`src/rtl/router_route_lock_if.sv`:
```
`default_nettype none
// ============================================================================
// Module : router_route_lock_if
// Brief  : Flit-in / flit-plus-route-out handshake bundle of the route-lock stage.
// Rev    : 1.0  initial release
// ============================================================================
interface router_route_lock_if #(
    parameter int FLIT_W = 32,
    parameter int CNT_W  = 16
);
    logic              in_valid_i;
    logic              in_ready_o;
    logic [FLIT_W-1:0] in_flit_i;
    logic              in_head_i;
    logic              in_tail_i;
    logic              out_valid_o;
    logic              out_ready_i;
    logic [FLIT_W-1:0] out_flit_o;
    logic              out_head_o;
    logic              out_tail_o;
    logic [1:0]        route_o;
    logic              dir_x_o;
    logic              dir_y_o;
    logic [CNT_W-1:0]  pkt_cnt_o;
    logic              err_o;

    modport slave (
        input  in_valid_i, in_flit_i, in_head_i, in_tail_i, out_ready_i,
        output in_ready_o, out_valid_o, out_flit_o, out_head_o, out_tail_o,
               route_o, dir_x_o, dir_y_o, pkt_cnt_o, err_o
    );

    modport master (
        output in_valid_i, in_flit_i, in_head_i, in_tail_i, out_ready_i,
        input  in_ready_o, out_valid_o, out_flit_o, out_head_o, out_tail_o,
               route_o, dir_x_o, dir_y_o, pkt_cnt_o, err_o
    );
endinterface
`default_nettype wire

```
`src/rtl/router_route_lock.sv`:
```
`default_nettype none
// ============================================================================
// Module : router_route_lock
// Brief  : Wormhole route compute/lock for one input port, one registered
//          valid/ready output stage. Optional ROUTE_ERRCHK_EN adds a sticky
//          range/protocol error flag.
// Rev    : 1.0  initial release
// ============================================================================
module router_route_lock #(
    parameter int MAXX   = 4,
    parameter int MAXY   = 4,
    parameter int SELFX  = 0,
    parameter int SELFY  = 0,
    parameter int FLIT_W = 32,
    parameter int CNT_W  = 16
) (
    input  logic               clk_i,
    input  logic               rst_ni,
    router_route_lock_if.slave bus
);
    localparam int XW = (MAXX > 1) ? $clog2(MAXX) : 1;
    localparam int YW = (MAXY > 1) ? $clog2(MAXY) : 1;
    localparam logic [XW-1:0] c_selfx = XW'(SELFX);
    localparam logic [YW-1:0] c_selfy = YW'(SELFY);

    typedef enum logic [0:0] {
        ST_IDLE = 1'b0,
        ST_BODY = 1'b1
    } state_t;

    state_t            r_state;
    logic [1:0]        r_lock_route;
    logic              r_lock_dx;
    logic              r_lock_dy;
    logic              r_out_valid;
    logic [FLIT_W-1:0] r_out_flit;
    logic              r_out_head;
    logic              r_out_tail;
    logic [1:0]        r_out_route;
    logic              r_out_dx;
    logic              r_out_dy;
    logic [CNT_W-1:0]  r_pkt_cnt;

    logic              w_in_ready;
    logic              w_accept;
    logic              w_consume;
    logic [XW-1:0]     w_dst_x;
    logic [YW-1:0]     w_dst_y;
    logic              w_range_bad;
    logic [1:0]        w_head_route;
    logic              w_head_dx;
    logic              w_head_dy;

    assign w_in_ready = !r_out_valid || bus.out_ready_i;
    assign w_accept   = bus.in_valid_i && w_in_ready;
    assign w_consume  = r_out_valid && bus.out_ready_i;
    assign w_dst_x    = bus.in_flit_i[XW-1:0];
    assign w_dst_y    = bus.in_flit_i[XW+YW-1:XW];

`ifdef ROUTE_ERRCHK_EN
    localparam logic [XW:0] c_maxx = (XW+1)'(MAXX);
    localparam logic [YW:0] c_maxy = (YW+1)'(MAXY);

    logic w_proto_bad;
    logic r_err;

    assign w_range_bad = ({1'b0, w_dst_x} >= c_maxx) || ({1'b0, w_dst_y} >= c_maxy);
    // A head is only legal with no packet open; anything else only with one open.
    assign w_proto_bad = (r_state == ST_IDLE) ? !bus.in_head_i : bus.in_head_i;

    always_ff @(posedge clk_i or negedge rst_ni) begin
        if (!rst_ni) begin
            r_err <= 1'b0;
        end else if (w_accept && (w_proto_bad || (bus.in_head_i && w_range_bad))) begin
            r_err <= 1'b1;
        end
    end

    assign bus.err_o = r_err;
`else
    assign w_range_bad = 1'b0;
    assign bus.err_o   = 1'b0;
`endif

    // Route code is {x differs, y differs}; out-of-range heads eject to self.
    always_comb begin
        w_head_route = {w_dst_x != c_selfx, w_dst_y != c_selfy};
        w_head_dx    = w_dst_x > c_selfx;
        w_head_dy    = w_dst_y > c_selfy;
        if (w_range_bad) begin
            w_head_route = 2'b00;
            w_head_dx    = 1'b0;
            w_head_dy    = 1'b0;
        end
    end

    always_ff @(posedge clk_i or negedge rst_ni) begin
        if (!rst_ni) begin
            r_state      <= ST_IDLE;
            r_lock_route <= 2'b00;
            r_lock_dx    <= 1'b0;
            r_lock_dy    <= 1'b0;
            r_out_valid  <= 1'b0;
            r_out_flit   <= '0;
            r_out_head   <= 1'b0;
            r_out_tail   <= 1'b0;
            r_out_route  <= 2'b00;
            r_out_dx     <= 1'b0;
            r_out_dy     <= 1'b0;
            r_pkt_cnt    <= '0;
        end else begin
            if (w_consume && r_out_tail) begin
                r_pkt_cnt <= r_pkt_cnt + 1'b1;
            end

            if (w_accept) begin
                r_out_valid <= 1'b1;
                r_out_flit  <= bus.in_flit_i;
                r_out_head  <= bus.in_head_i;
                r_out_tail  <= bus.in_tail_i;
                if (bus.in_head_i) begin
                    // Any head (even mid-packet) starts a fresh packet.
                    r_lock_route <= w_head_route;
                    r_lock_dx    <= w_head_dx;
                    r_lock_dy    <= w_head_dy;
                    r_out_route  <= w_head_route;
                    r_out_dx     <= w_head_dx;
                    r_out_dy     <= w_head_dy;
                    r_state      <= bus.in_tail_i ? ST_IDLE : ST_BODY;
                end else begin
                    r_out_route  <= r_lock_route;
                    r_out_dx     <= r_lock_dx;
                    r_out_dy     <= r_lock_dy;
                    if (bus.in_tail_i) begin
                        r_state <= ST_IDLE;
                    end
                end
            end else if (w_consume) begin
                r_out_valid <= 1'b0;
            end
        end
    end

    assign bus.in_ready_o  = w_in_ready;
    assign bus.out_valid_o = r_out_valid;
    assign bus.out_flit_o  = r_out_flit;
    assign bus.out_head_o  = r_out_head;
    assign bus.out_tail_o  = r_out_tail;
    assign bus.route_o     = r_out_route;
    assign bus.dir_x_o     = r_out_dx;
    assign bus.dir_y_o     = r_out_dy;
    assign bus.pkt_cnt_o   = r_pkt_cnt;
endmodule
`default_nettype wire

```
`src/flat_wrapper.sv`:
```
// flat-port wrapper written by rule: the top's interface ports become plain ports
module router_route_lock_flat 
#(
    parameter int MAXX   = 4,
    parameter int MAXY   = 4,
    parameter int SELFX  = 0,
    parameter int SELFY  = 0,
    parameter int FLIT_W = 32,
    parameter int CNT_W  = 16
)
  (clk_i, rst_ni, bus_in_valid_i, bus_in_flit_i, bus_in_head_i, bus_in_tail_i, bus_out_ready_i, bus_in_ready_o, bus_out_valid_o, bus_out_flit_o, bus_out_head_o, bus_out_tail_o, bus_route_o, bus_dir_x_o, bus_dir_y_o, bus_pkt_cnt_o, bus_err_o);
  router_route_lock_if #(.FLIT_W(FLIT_W), .CNT_W(CNT_W)) bus_i ();
  input  logic clk_i;
  input  logic rst_ni;
  input wire logic [$bits(bus_i.in_valid_i)-1:0] bus_in_valid_i;
  input wire logic [$bits(bus_i.in_flit_i)-1:0] bus_in_flit_i;
  input wire logic [$bits(bus_i.in_head_i)-1:0] bus_in_head_i;
  input wire logic [$bits(bus_i.in_tail_i)-1:0] bus_in_tail_i;
  input wire logic [$bits(bus_i.out_ready_i)-1:0] bus_out_ready_i;
  output wire logic [$bits(bus_i.in_ready_o)-1:0] bus_in_ready_o;
  output wire logic [$bits(bus_i.out_valid_o)-1:0] bus_out_valid_o;
  output wire logic [$bits(bus_i.out_flit_o)-1:0] bus_out_flit_o;
  output wire logic [$bits(bus_i.out_head_o)-1:0] bus_out_head_o;
  output wire logic [$bits(bus_i.out_tail_o)-1:0] bus_out_tail_o;
  output wire logic [$bits(bus_i.route_o)-1:0] bus_route_o;
  output wire logic [$bits(bus_i.dir_x_o)-1:0] bus_dir_x_o;
  output wire logic [$bits(bus_i.dir_y_o)-1:0] bus_dir_y_o;
  output wire logic [$bits(bus_i.pkt_cnt_o)-1:0] bus_pkt_cnt_o;
  output wire logic [$bits(bus_i.err_o)-1:0] bus_err_o;
  assign bus_i.in_valid_i = bus_in_valid_i;
  assign bus_i.in_flit_i = bus_in_flit_i;
  assign bus_i.in_head_i = bus_in_head_i;
  assign bus_i.in_tail_i = bus_in_tail_i;
  assign bus_i.out_ready_i = bus_out_ready_i;
  assign bus_in_ready_o = bus_i.in_ready_o;
  assign bus_out_valid_o = bus_i.out_valid_o;
  assign bus_out_flit_o = bus_i.out_flit_o;
  assign bus_out_head_o = bus_i.out_head_o;
  assign bus_out_tail_o = bus_i.out_tail_o;
  assign bus_route_o = bus_i.route_o;
  assign bus_dir_x_o = bus_i.dir_x_o;
  assign bus_dir_y_o = bus_i.dir_y_o;
  assign bus_pkt_cnt_o = bus_i.pkt_cnt_o;
  assign bus_err_o = bus_i.err_o;
  router_route_lock #(.MAXX(MAXX), .MAXY(MAXY), .SELFX(SELFX), .SELFY(SELFY), .FLIT_W(FLIT_W), .CNT_W(CNT_W)) u_core (.clk_i(clk_i), .rst_ni(rst_ni), .bus(bus_i));
endmodule
```
`config.mk`:
```
export PLATFORM = sky130hd
export DESIGN_NAME = router_route_lock_flat
export DESIGN_NICKNAME = d
export VERILOG_FILES = /design/src/rtl/router_route_lock_if.sv /design/src/rtl/router_route_lock.sv /design/src/flat_wrapper.sv
export SDC_FILE = /design/constraint.sdc
export NUM_CORES = 1
export LEC_CHECK = 0
export CORE_MARGIN = 8
export CORE_UTILIZATION = 40
export CTS_CLUSTER_DIAMETER = 200
export DETAILED_ROUTE_END_ITERATION = 6
export PLACE_DENSITY = 0.74
export SYNTH_ARGS = -nofsm -noshare
export SYNTH_HDL_FRONTEND = slang
export SYNTH_SLANG_ARGS = --single-unit
```
`constraint.sdc`:
```
create_clock -name clk_i -period 1.9 [get_ports clk_i]
set_input_delay 0.19 -clock clk_i [delete_from_list [all_inputs] [get_ports clk_i]]
set_output_delay 0.19 -clock clk_i [all_outputs]
set_load 0.01 [all_outputs]
```
After elaboration in Yosys (flattened, before gate mapping)
Cells that the tools add are included.
{ "totals": {"mem_bits_rw": 0, "reg_bits": 55, "mem_bits_ro": 0, "latchBits": 0, "elab_cells": 22, "mem_count": 0} }
{ "op_classes": {"div_mod_pow": 0, "n_lt_le_gt_ge": 2, "add_sub_neg": 1, "eq_ne": 0, "shifts": 0, "reduce_logical": 9, "bitwise_logic": 0, "n_mul": 0, "muxes": 2} }
{ "op_table": {"columns": ["operator", "n"], "rows": [
  ["adder 16 x 1 -> 16 bit, second input constant", 1],
  ["nonzero test 2 bit", 3],
  ["> comparator 2 x 1 -> 1 bit, second input constant", 2],
  ["logical AND 1 bit", 3],
  ["two-way mux 1 bit", 2],
  ["AND reduction 2 bit", 1],
  ["zero test 1 bit", 1],
  ["logical OR 1 bit", 1]
]} }

Logic depth before layout (Yosys ltp)
{ "logic_depth": {"depth_word": 4, "depth_mapped": 6} }

Worst setup path after synthesis
Ideal clock, no wire load.
{ "synth_path": {"kind": "register to register", "from": "register u_core.r_pkt_cnt[6] (netlist: u_core.bus.pkt_cnt_o[6])", "to": "register u_core.r_pkt_cnt[15] (netlist: u_core.bus.pkt_cnt_o[15])", "stages_incl_launch_ff": 5, "slack_ns": 0.606, "n_path_buf": 0, "setup_ns": 0.079, "arrival_time_ns": 1.215, "path_cell_list": "dfrtp_1 and4_4 nand4_4 nor4_4 xor2_1"} }
{ "synth_between": {"elab_chain_len": 1} }
{ "synth_lines": {"columns": ["element", "line", "rtl"], "rows": [
  ["start: declaration", "router_route_lock.sv:42", "logic [CNT_W-1:0] r_pkt_cnt;"],
  ["start signal: assignment", "router_route_lock.sv:113", "r_pkt_cnt <= r_pkt_cnt + 1'b1;"],
  ["adder 16 x 1 -> 16 bit", "router_route_lock.sv:113", null]
]} }
No other way between the ends.
A chain may end at the register's enable or synchronous reset.

Final worst setup path
{ "layout_path": {"from": "register u_core.r_out_valid (netlist: u_core.bus.out_valid_o)", "to": "output bus_in_ready_o"} }
{ "layout_between": {"elab_chain_len": 2} }
{ "layout_lines": {"columns": ["element", "line", "rtl"], "rows": [
  ["start: declaration", "router_route_lock.sv:35", "logic r_out_valid;"],
  ["start signal: assignment", "router_route_lock.sv:103", "r_out_valid <= 1'b0;"],
  ["start signal: assignment", "router_route_lock.sv:117", "r_out_valid <= 1'b1;"],
  ["start signal: assignment", "router_route_lock.sv:139", "r_out_valid <= 1'b0;"],
  ["zero test 1 bit", "router_route_lock.sv:54", "assign w_in_ready = !r_out_valid || bus.out_ready_i;"],
  ["logical OR 1 bit", "router_route_lock.sv:54", null],
  ["end: declaration", "flat_wrapper.sv:20", "output wire logic [$bits(bus_i.in_ready_o)-1:0] bus_in_ready_o;"]
]} }
No other way between the ends.

==> impl_results.md <==
* Total CTS buffers at 5
* H-tree depth at 2
* CP arrival at 1.37 ns
* Routing usage on met3 at 0.03217
* FF-to-FF setup slack at 0.49 ns
* Routed len/inst at 14.18 um
* Crit path kind: register to primary output
* RSZ-0062 raised after global routing: no
* Worst slew pin tran at 0.6634 ns
* Switching pwr at 787.0 uW
* Syn. warnings at 0
* Most used routing layer: met2
* Post-route cell area at 3254 um^2
* Clk buf depth at 2
* GR Util met2 at 0.2353
* # Post-CTS Setup Buffers at 0
* CP required at 1.71 ns
* Lkg Pwr at 0.001562 uW
* Synth Area per Inst at 9.789 um^2
* Port buffer count at 93
* CP max stage cell: clkdlybuf4s50_1
* Final period util at 0.8209
* Status: completed
* Worst reg2reg startpoint: u_core.bus.pkt_cnt_o[0]
* CP peak stage delay at 0.55 ns
* Starting Density at 0.4182
* CP Launch Type: register
* Hold Path Class: primary input to asynchronous set/reset pin
* Seq cells post-synth at 53
* Sequential power share at 0.511
* Largest vdd supply drop at 0.3788 mV
* Vias in the first global route at 1780
* Fin util at 0.6292
* Max-Cap Viols at 0
* Die Y-Extent at 89.54 um
* Max-slew violations at 0
* GRT overflow at 0
* Final min period at 1.560 ns
* FP Rows at 26
* Internal power at 1974 uW
* Max Freq at 641.2 MHz
* Clock Latency Late Sink at 0.29 ns
* Final ANT Viol Nets at 0
* CTS tree: done
* Clock Power Share at 0.220
* GR Util All Layers at 0.1389
* Root Driver: clkbuf_8
* Core ar. at 5172 um^2
* Gpl congestion at 0.7313
* Gate power share at 0.269
* Reg area at 1326 um^2
* Clock sink total at 53
* Count of cell types in the netlist at 25
* CP Buf/Inv Count at 1
* Crit path capture type: primary output
* Pre-CTS setup slack at 0.3206 ns
* Setup ws final at 0.3403 ns
* CP Cell Sequence: nand2b_1 -> clkdlybuf4s50_1
* Post-Route WL at 5.461 mm
* Met1 usage in global routing at 0.1725
* Post-DP Area at 3174 um^2
* Initial antenna violation count at 0
* Layout area overhead at 50.43%
* PostCTS Resize Cnt at 0
* Synthesized area at 2163 um^2
* Pin count of the biggest net entering global routing at 54
* Mapped Cells at 221
* Antenna cells at 0
* Vias at 1750
* Setup violations, final at 0
* Drt pass-1 iters at 4
* Power Total at 2761 uW
* Post-synthesis sequential area ratio at 0.6131
* Clock transition at the registers of the reported paths at 0.09 ns
* Cts-stage hold buffer count at 0
* Via density at 4.545
* Crit-path leading delay family: buffers and inverters
* Ports at 95
* Residual DRC at 0
* Switch share at 0.2851
* R2r endpoint: u_core.bus.pkt_cnt_o[14]
* First-pass GRT wire length at 8.673 mm
* Setup TNS Final at 0 ns
* Final HPWL DP at 4.006 mm
* Layout cells sized above 1 at 0.05397
* Die X-Extent at 89.54 um
* Final Hold Fails at 0
* Slew margin rel. at 0.5578
* P per Cell Area at 848.3 nW/um^2
* Iteration-0 DRC Markers at 106
* R2R depth at 4
* Fillers at 444
* Multi-input gate area at 768.2 um^2
* Clock skew at 0.002586 ns
* Die area at 8017 um^2
* Syn Nets at 260
* Total Nets Final at 353
* Max FO, Critical Path at 4
==> layout make-up <==
type | count | area share
well taps | 70 | 0.02691
multi-input cells | 154 | 0.2361
inverters | 3 | 0.003460
repair buffers | 97 | 0.3014
flip-flops and latches | 53 | 0.4075
clock buffers | 8 | 0.02461
==> how the worst max path moves through the flow <==
stage                                 start                        to  cells past startpoint
floorplan           u_core.bus.pkt_cnt_o[6]  u_core.bus.pkt_cnt_o[15]                      4
global placement            bus_out_ready_i            bus_in_ready_o                      3
detailed placement          bus_out_ready_i  u_core.bus.pkt_cnt_o[14]                      5
CTS                  u_core.bus.out_valid_o            bus_in_ready_o                      2
global route         u_core.bus.out_valid_o            bus_in_ready_o                      2
finish               u_core.bus.out_valid_o            bus_in_ready_o                      2
==> cells by family after synthesis <==
family                   Yosys count  synth area share
adder cells (fa/ha/maj)            1          0.005783
AND/OR/NAND/NOR                  132            0.2712
AO/OA/AOI/OAI                      4           0.01041
multiplexers                       1          0.005205
flip-flops                        53            0.6131
buffers and inverters             14           0.03181
XOR/XNOR                          15           0.06073
other                              1          0.001733
==> layout by cell type, fill, tap and decap left out <==
master           netlist  routed
a21oi_1                2       2
a31oi_1                2       2
and2_1                 1       1
and3_1                 2       2
and4_4                 2       2
buf_12                 0       2
buf_2                  4       1
buf_4                  3       2
clkbuf_1               4       3
clkbuf_8               0       5
clkdlybuf4s50_1        0      92
conb_1                 1       1
dfrtp_1               53      53
ha_1                   1       1
inv_1                  3       3
mux2_2                 1       1
nand2_1              106     106
nand2b_1               2       2
nand3_1                2       2
nand3_2                1       1
nand4_1                4       4
nand4_2                1       1
nand4_4                1       1
nor2_1                 8       8
nor3_1                 1       1
nor4_4                 1       1
xnor2_1                8       8
xor2_1                 7       7
==> power by group through the flow <==
stage | registers (uW) | logic (uW) | clock network [uW]
after floorplan | 1490 | 203 | 0
after global placement | 1430 | 748 | 0
after detailed placement | 1430 | 759 | 0
after CTS | 1410 | 763 | 626
after global routing | 1440 | 812 | 667
final | 1410 | 743 | 606
==> state kept, by name, summed over array words and instances, names as in the netlist <==
name / cells
u_core.bus.pkt_cnt_o: 16
u_core.bus.out_head_o: 1
u_core.bus.out_flit_o: 32
u_core.bus.dir_x_o: 1
u_core.bus.out_tail_o: 1
u_core.bus.out_valid_o: 1
u_core.bus.route_o: 1
==> synth_stat cells (all sizes together) <==
cell / instances / area [um^2]
nand2: 106 / 397.9
dfrtp: 53 / 1326
nor2: 8 / 30.03
xnor2: 8 / 70.07
buf: 7 / 42.54
xor2: 7 / 61.31
nand4: 6 / 58.80
clkbuf: 4 / 15.01
inv: 3 / 11.26
nand3: 3 / 20.02
a21oi: 2 / 10.01
a31oi: 2 / 12.51
and3: 2 / 12.51
and4: 2 / 22.52
nand2b: 2 / 12.51
and2: 1 / 6.260
conb: 1 / 3.750
ha: 1 / 12.51
mux2: 1 / 11.26
nor3: 1 / 5.000
nor4: 1 / 21.27
==> metrics by stage <==
| step | instances | hold slack [ns] |
|---|---|---|
| 4_1_cts | 385 | 0.03697 |
| 6_report | 385 | 0.002065 |
| 3_5_place_dp | 377 | 0.3681 |
| 5_1_grt | 385 | 0.06167 |
| 3_3_place_gp | 377 | 0.3542 |
| 2_1_floorplan | 221 | -0.1056 |
==> per-layer routing <==
metal,share of wire,vias up
li1,-,868
met1,0.43,822
met2,0.49,56
met3,0.070,4
met4,0.0073,0
met5,0,-
Power figures use the tool's default switching activity.
